**config.mk**
```make
export PLATFORM = sky130hd
export DESIGN_NAME = joy_cmd_encoder
export DESIGN_NICKNAME = d
export VERILOG_FILES = /design/src/rtl/joy_cmd_encoder.sv
export SDC_FILE = /design/constraint.sdc
export NUM_CORES = 1
export LEC_CHECK = 0
export ABC_AREA = 1
export CAP_MARGIN = 10
export CORE_ASPECT_RATIO = 0.75
export CORE_MARGIN = 5
export CORE_UTILIZATION = 25
export DETAILED_ROUTE_END_ITERATION = 8
export SETUP_SLACK_MARGIN = 0.2
export SLEW_MARGIN = 20
export SYNTH_ARGS = -nofsm -noshare
export SYNTH_HDL_FRONTEND = slang
export SYNTH_SLANG_ARGS = --single-unit
```
**constraint.sdc**
```tcl
create_clock -name i_clk -period 9.2 [get_ports i_clk]
set_input_delay 0.92 -clock i_clk [delete_from_list [all_inputs] [get_ports i_clk]]
set_output_delay 0.92 -clock i_clk [all_outputs]
set_load 0.005 [all_outputs]
```
**src/rtl/joy_cmd_encoder.sv**
```systemverilog
// Joystick command encoder: turns held directions (with auto-repeat) and fire
// pulses into a stream of command codes through a show-ahead FIFO.
module joy_cmd_encoder #(
  parameter int unsigned REPEAT_DELAY  = 8,
  parameter int unsigned REPEAT_PERIOD = 4,
  parameter int unsigned DEPTH         = 4,
  parameter int unsigned CNT_W         = 24
) (
  input  logic                     i_clk,
  input  logic                     i_rst,
  input  logic                     i_up,
  input  logic                     i_down,
  input  logic                     i_left,
  input  logic                     i_right,
  input  logic                     i_fire,
  output logic                     o_cmd_valid,
  output logic [2:0]               o_cmd,
  input  logic                     i_cmd_ready,
  output logic                     o_overflow,
  output logic [$clog2(DEPTH):0]   o_level
);

  localparam int unsigned PW = $clog2(DEPTH);
  localparam int unsigned LW = PW + 1;

  localparam logic [2:0] CMD_NONE  = 3'd0;
  localparam logic [2:0] CMD_UP    = 3'd1;
  localparam logic [2:0] CMD_DOWN  = 3'd2;
  localparam logic [2:0] CMD_LEFT  = 3'd3;
  localparam logic [2:0] CMD_RIGHT = 3'd4;
  localparam logic [2:0] CMD_FIRE  = 3'd5;

  localparam logic [1:0] S_IDLE   = 2'd0;
  localparam logic [1:0] S_DELAY  = 2'd1;
  localparam logic [1:0] S_REPEAT = 2'd2;

  localparam logic [CNT_W-1:0] DELAY_LAST  = CNT_W'(REPEAT_DELAY - 1);
  localparam logic [CNT_W-1:0] PERIOD_LAST = CNT_W'(REPEAT_PERIOD - 1);

  logic [2:0]       dir;
  logic [1:0]       state, next_state;
  logic [CNT_W-1:0] cnt, next_cnt;
  logic [2:0]       dir_lat, next_dir_lat;
  logic             move_req;
  logic [2:0]       move_code;

  // Priority direction select
  always_comb begin
    dir = CMD_NONE;
    if (i_up)         dir = CMD_UP;
    else if (i_down)  dir = CMD_DOWN;
    else if (i_left)  dir = CMD_LEFT;
    else if (i_right) dir = CMD_RIGHT;
  end

  always_ff @(posedge i_clk) begin
    if (i_rst) begin
      state   <= S_IDLE;
      cnt     <= '0;
      dir_lat <= CMD_NONE;
    end else begin
      state   <= next_state;
      cnt     <= next_cnt;
      dir_lat <= next_dir_lat;
    end
  end

  // Repeat FSM; advances identically whether or not the push is dropped
  always_comb begin
    next_state   = state;
    next_cnt     = cnt;
    next_dir_lat = dir_lat;
    move_req     = 1'b0;
    move_code    = dir;
    case (state)
      S_IDLE: begin
        if (dir != CMD_NONE) begin
          move_req     = 1'b1;
          next_dir_lat = dir;
          next_cnt     = '0;
          next_state   = S_DELAY;
        end
      end
      S_DELAY, S_REPEAT: begin
        if (dir == CMD_NONE) begin
          next_state = S_IDLE;
          next_cnt   = '0;
        end else if (dir != dir_lat) begin
          move_req     = 1'b1;
          next_dir_lat = dir;
          next_cnt     = '0;
        end else if (cnt == ((state == S_DELAY) ? DELAY_LAST : PERIOD_LAST)) begin
          move_req   = 1'b1;
          move_code  = dir_lat;
          next_cnt   = '0;
          next_state = S_REPEAT;
        end else begin
          next_cnt = cnt + CNT_W'(1);
        end
      end
      default: begin
        next_state = S_IDLE;
        next_cnt   = '0;
      end
    endcase
  end

  logic [2:0]    mem [DEPTH];
  logic [PW-1:0] wr_ptr, rd_ptr, wr_ptr_nxt;
  logic          pop;
  logic [LW:0]   free;
  logic          we0, we1, drop;
  logic [2:0]    d0;
  logic [LW-1:0] n_push;

  assign o_cmd_valid = (o_level != '0);
  assign o_cmd       = o_cmd_valid ? mem[rd_ptr] : CMD_NONE;
  assign pop         = o_cmd_valid & i_cmd_ready;
  assign free        = (LW+1)'(DEPTH) - (LW+1)'(o_level) + (LW+1)'(pop);
  assign wr_ptr_nxt  = wr_ptr + PW'(1);
  assign n_push      = LW'(we0) + LW'(we1);

  // Push arbitration: fire takes the first free slot, move the next one
  always_comb begin
    we0  = 1'b0;
    we1  = 1'b0;
    drop = 1'b0;
    d0   = i_fire ? CMD_FIRE : move_code;
    if (i_fire && move_req) begin
      if (free >= (LW+1)'(2)) begin
        we0 = 1'b1;
        we1 = 1'b1;
      end else begin
        we0  = (free != '0);
        drop = 1'b1;
      end
    end else if (i_fire || move_req) begin
      we0  = (free != '0);
      drop = (free == '0);
    end
  end

  always_ff @(posedge i_clk) begin
    if (we0) mem[wr_ptr] <= d0;
    if (we1) mem[wr_ptr_nxt] <= move_code;
  end

  always_ff @(posedge i_clk) begin
    if (i_rst) begin
      wr_ptr     <= '0;
      rd_ptr     <= '0;
      o_level    <= '0;
      o_overflow <= 1'b0;
    end else begin
      wr_ptr  <= wr_ptr + PW'(n_push);
      rd_ptr  <= rd_ptr + PW'(pop);
      o_level <= o_level + n_push - LW'(pop);
      if (drop) o_overflow <= 1'b1;
    end
  end

endmodule

```
# After elaboration in Yosys (flattened, before gate mapping)
# Memories as Yosys holds them, arrays and structs flattened. A register that Yosys moved wholly into a read port is not among the register bits.
# Cells that the tools add are included.
word_totals:
  reg_bits: 37
  ram_bits: 12
  input_bits: 8
  elab_cells: 83
  mem_count: 1
memory_table:
  columns: ["memory", "words", "word_bits", "rd", "rd_ports_with_merged_regs", "write_ports", "line", "text"]
  rows:
  - ["mem", 4, 3, 1, 1, 2, "108", "logic [2:0] mem [DEPTH];"]
op_classes:
  add_sub_neg: 9
  order_cmp: 1
  n_eq_ne: 9
  mux: 43
  bitwise: 1
  n_reduce_logical: 12
op_table:
  columns: ["cell", "count"]
  rows:
  - ["$mux 24", 4]
  - ["$pmux 24 s2", 1]
  - ["$mux 3", 14]
  - ["$add 24x1->24 const B", 1]
  - ["$eq 24x3->1", 1]
  - ["$mux 1", 16]
  - ["$mux 2", 5]
  - ["$ne 2x2->1 const B", 3]
  - ["$ne 3x3->1 const B", 2]
  - ["$pmux 3 s2", 1]
  - ["$reduce_bool 3->1", 2]
  - ["$add 4x1->4", 1]
  - ["$ge 4x2->1 const B", 1]
  - ["$logic_not 4->1", 1]
  - ["$pmux 2 s2", 1]
  - ["$reduce_and 4->1", 1]
  - ["$reduce_bool 4->1", 1]
  - ["$sub 3x3->4 const A", 1]
  - ["$add 3x2->3", 1]
  - ["$logic_not 3->1", 1]
  - ["$ne 3x3->1", 1]
  - ["$reduce_and 3->1", 1]
  - ["$sub 3x1->3", 1]
  - ["$add 1x1->2", 1]
  - ["other kinds (12)", 12]

# Depth between registers and ports, before layout
depth:
  word_depth: 14
  ltp_mapped: 21
  depth_no_buf: 21

# Worst setup path before layout
# Ideal clock, no wire load.
synth_path:
  path_type: "input-to-reg"
  startpoint: "in i_cmd_ready"
  endpoint: "reg o_level[2]"
  setup_ps: 124
  arrival_ps: 3686
  t_required_ps: 9076
  setup_slack_ps: 5390
  path_stages: 18
  n_path_buf: 0
  cell_sequence: "nand2_1 ha_1 inv_1 ha_1 or2_2 a21oi_1 nand2_1 nand2_1 inv_1 ha_1 inv_1 ha_1 inv_1 ha_1 fa_1 xor2_1 o21ai_0 a21oi_1"
synth_via:
  elab_chain_len: 8
  word_cells_on_any_way: 12
synth_rtl:
  columns: ["item", "line", "text"]
  rows:
  - ["start: declaration", "18", "input logic i_cmd_ready,"]
  - ["$and 1x1->1 (*)", "118", "assign pop = o_cmd_valid & i_cmd_ready;"]
  - ["$add 4x1->4", "119", "assign free = (LW+1)'(DEPTH) - (LW+1)'(o_level) + (LW+1)'(pop);"]
  - ["$ge 4x2->1 / $reduce_bool 4->1 (equally long branches)", "130, 134, 138", null]
  - ["$mux 1 (on tied branches)", "130, 137", null]
  - ["$mux 1", "129", "if (i_fire && move_req) begin"]
  - ["$add 1x1->2", "121", "assign n_push = LW'(we0) + LW'(we1);"]
  - ["$add 3x2->3", "157", "o_level <= o_level + n_push - LW'(pop);"]
  - ["$sub 3x1->3 (*)", "157", null]
  - ["end signal: assignment", "157", null]
  - ["end: declaration", "20", "output logic [$clog2(DEPTH):0] o_level"]
# Mark *: on every way between the ends. The rest lies on a longest branch, timed or not.
# A chain may end at the register's enable or synchronous reset.

# Worst setup path after layout
# Same ends and word-level chain as after synthesis.

==> results.md <==
- Status: completed
- Die Span Y: 105 um
- CTS Root Cell: clkbuf_16
- Worst Setup SP: i_cmd_ready
- IO buf count: 15
- Yosys top cell area share: 0.245
- DR pass1 iterations: 5
- Antenna Violating Nets Remaining: 0
- H-tree depth: 2
- Drt total wl: 6730 um
- Combinational Power Share: 0.435
- CP Capture Type: flip-flop
- Synth Area in Compound Gates: 0.112
- Mapped Cells: between 400 and 500
- Flop and latch count out of synthesis: 49
- Pint: 0.519 mW
- Post-cts hold buffer count: 0
- Pwr Total: roughly 0.86 mW
- Sink Count: 49
- Final cell count without fillers: 598
- Post-Synth Simple-Gate Area: 0.362
- Drt drc: 0
- Syn avg cell area: 7.26 um^2
- Most frequent cell after synthesis: nand2_1
- Synth Area in XOR/XNOR: 0.0203
- Post-synthesis adder-cell area fraction: 0.0562
- Die width: ~140 um
- Power per standard cell area: around 240 nW/um^2
- Routed vias: 2705
- Most used DFF post-synth: dfxtp_1
- Via density: 4.52
- Syn Nets: ~440
- Synth area leaders: dfxtp_1 24%, nand2_1 13%, edfxtp_1 12%
- Core ar.: 11700 um^2
- Vias in the first global route: 2435
- Tmin final: 4.18 ns
- Antenna Cells: 0
- Area of the die: 14400 um^2
- Critical path peak fanout: 5
- Fmax: 239 MHz
- Layout cells sized above 1: 0.135
- DR iter-0 viols: between 150 and 200
- Final hold vios: 0
- Yosys warns: 0
- Max_slew headroom: 0.621
- PostCTS Resize Cnt: 0
- NetSw: 0.338 mW
- HPWL Detailed: 5230 um
- Starting Density: 0.258
- Hold wc startpoint: cnt[21]
- Worst-Margin Slew: 0.564 ns
- NumNets Final: about 460
- Initial antenna violation count: 0
- CTS tree: done
- Final global-route overflow total: 0
- EDFF count, synth: 12
- Setup bufs post-CTS: 0
- RePlAce Congestion: between 0.8 and 0.9
- Most common library cells after synthesis: 104 x nand2_1, 55 x inv_1, 43 x nor2_1, 37 x dfxtp_1, 25 x a21oi_1
- Clock Latency Late Sink: 0.29 ns
- # fillers: 1250
- Sequential element share of the synthesized area: 0.364
- Row count: 34
- CP Data Required Time: between 9 and 10 ns
- CTS clock-pin slew for the worst setup and hold paths: 0.06 ns
- Setup Viol. Count Final: 0
- WL per Instance: 11.3 um
- Post-synth cell types: 37
- Placement Setup Slack: around 4.7 ns
- Clk pwr share: 0.210
- Synth area leader: dfxtp_1
- Max cap viols: 0
- Fraction of registers with async set/reset: 0
- Reg power frac: 0.355
- Largest family of logic cells by synthesized area: simple AND/OR/NAND/NOR gates
- Leakage Power: 1.37 nW
- Peak supply drop: 0.101 mV
- Net Sw Frac: 0.395
- CP arrival: between 4 and 5 ns
- Clock buffer depth: 2
- Post-synthesis mux area share: 0
- Setup TNS Final: 0 ns
- Total GRT Usage: 0.0979
- Setup ws final: 5.02 ns
- Startpoint types: input port
- I/O pin count: 16
- First-pass GRT wire length: 11500 um
- Critical R2R Launch: o_level[2]
- Max-slew violations: 0
- Total CTS buffers: 5
- Largest net degree at the start of global routing: 19
- Dpl cells: slightly below 600
- Post-synth design cell area: around 3000 um^2
- Final Cycle Share: 0.454
- Critical path type: input port to flip-flop
- RSZ-0062 raised after global routing: no
- Layout Skew: 0.00680 ns
- Layout area overhead: 15.9%
- Hold Path Class: flip-flop to flip-flop
## cell usage in the layout, fill, tap and decap left out, types with 2 or more instances in the layout
| master | count |
|---|---|
| nand2_1 | 104 |
| inv_1 | 55 |
| nor2_1 | 43 |
| dfxtp_1 | 37 |
| a21oi_1 | 25 |
| o21ai_0 | 21 |
| clkdlybuf4s50_1 | 15 |
| nand4_1 | 12 |
| ha_1 | 12 |
| edfxtp_1 | 12 |
| nand3_1 | 11 |
| nor3_1 | 10 |
| nor3_2 | 8 |
| inv_2 | 7 |
| nand3_2 | 6 |
| nor2_2 | 5 |
| nand2_2 | 5 |
| a21oi_2 | 5 |
| nor4_1 | 5 |
| xor2_1 | 5 |
| clkbuf_16 | 5 |
| o21ai_1 | 4 |
| o21ai_2 | 2 |
| nor2_4 | 2 |
| or2_2 | 2 |
| xnor2_1 | 2 |
| nor4_2 | 2 |
| clkinv_2 | 2 |
## per-stage QoR
stage | hold slack, ns | area [um^2] | util
2_1_floorplan | 0.444 | 3030 | -
3_3_place_gp | 0.454 | 3360 | 0.287
3_5_place_dp | 0.456 | 3360 | 0.287
4_1_cts | 0.466 | 3510 | 0.299
5_1_grt | 0.489 | 3510 | 0.299
6_report | 0.465 | 3510 | 0.299
## power groups by stage
stage | logic, mW | clock network [mW] | registers (mW)
floorplan | 0.275 | 0 | 0.298
global placement | 0.367 | 0 | 0.307
detailed placement | 0.376 | 0 | 0.309
CTS | 0.378 | 0.185 | 0.304
global route | 0.431 | 0.196 | 0.309
finish | 0.373 | 0.180 | 0.304
## critical path: stages
cell	delay (ns)
clkdlybuf4s50_1	0.39
nand2_1	0.09
ha_1	0.14
inv_1	0.05
ha_1	0.18
or2_2	0.29
a21oi_1	0.37
nand2_1	0.13
nand2_1	0.17
inv_1	0.06
ha_1	0.29
inv_1	0.05
ha_1	0.26
inv_1	0.04
ha_1	0.18
fa_1	0.37
xor2_1	0.18
o21ai_0	0.14
a21oi_1	0.06
## logic make-up after synthesis
logic type               Yosys count
AO/OA/AOI/OAI                     60
buffers and inverters             68
AND/OR/NAND/NOR                  220
XOR/XNOR                           7
flip-flops                        49
adder cells (fa/ha/maj)           13
## final timing paths
check | to | slack (ns) | cells past startpoint
max reg2reg | o_level[2] | 5.10 | 20
max | o_level[2] | 5.02 | 19
min | cnt[21] | 0.47 | 2
min reg2reg | cnt[21] | 0.47 | 2
## final cells by class
cell class / count / area, um^2 / area share
Multi-Input combinational cell: 300 / 1670 / 0.475
Sequential cell: 49 / 1100 / 0.314
Inverter: 63 / 236 / 0.0674
Tap cell: 162 / 203 / 0.0578
Timing Repair Buffer: 16 / 158 / 0.0450
Clock buffer: 5 / 125 / 0.0357
Clock inverter: 3 / 17.5 / 0.00499
## metal layers
| metal | vias to the layer above | GRT usage | share of wire |
|---|---|---|---|
| li1 | 1393 | - | - |
| met1 | 1255 | 0.147 | 0.53 |
| met2 | 50 | 0.139 | 0.41 |
| met3 | 7 | 0.0214 | 0.052 |
| met4 | 0 | 0.0278 | 0.011 |
| met5 | - | 0 | 0 |
## sequential cells by signal (all words and copies together), names as in the netlist
register and cells:
dir_lat 3, mem 12, rd_ptr 2, o_level 3, o_overflow 1, cnt 24
state 2, wr_ptr 2
(Power assumes the default switching activity.)
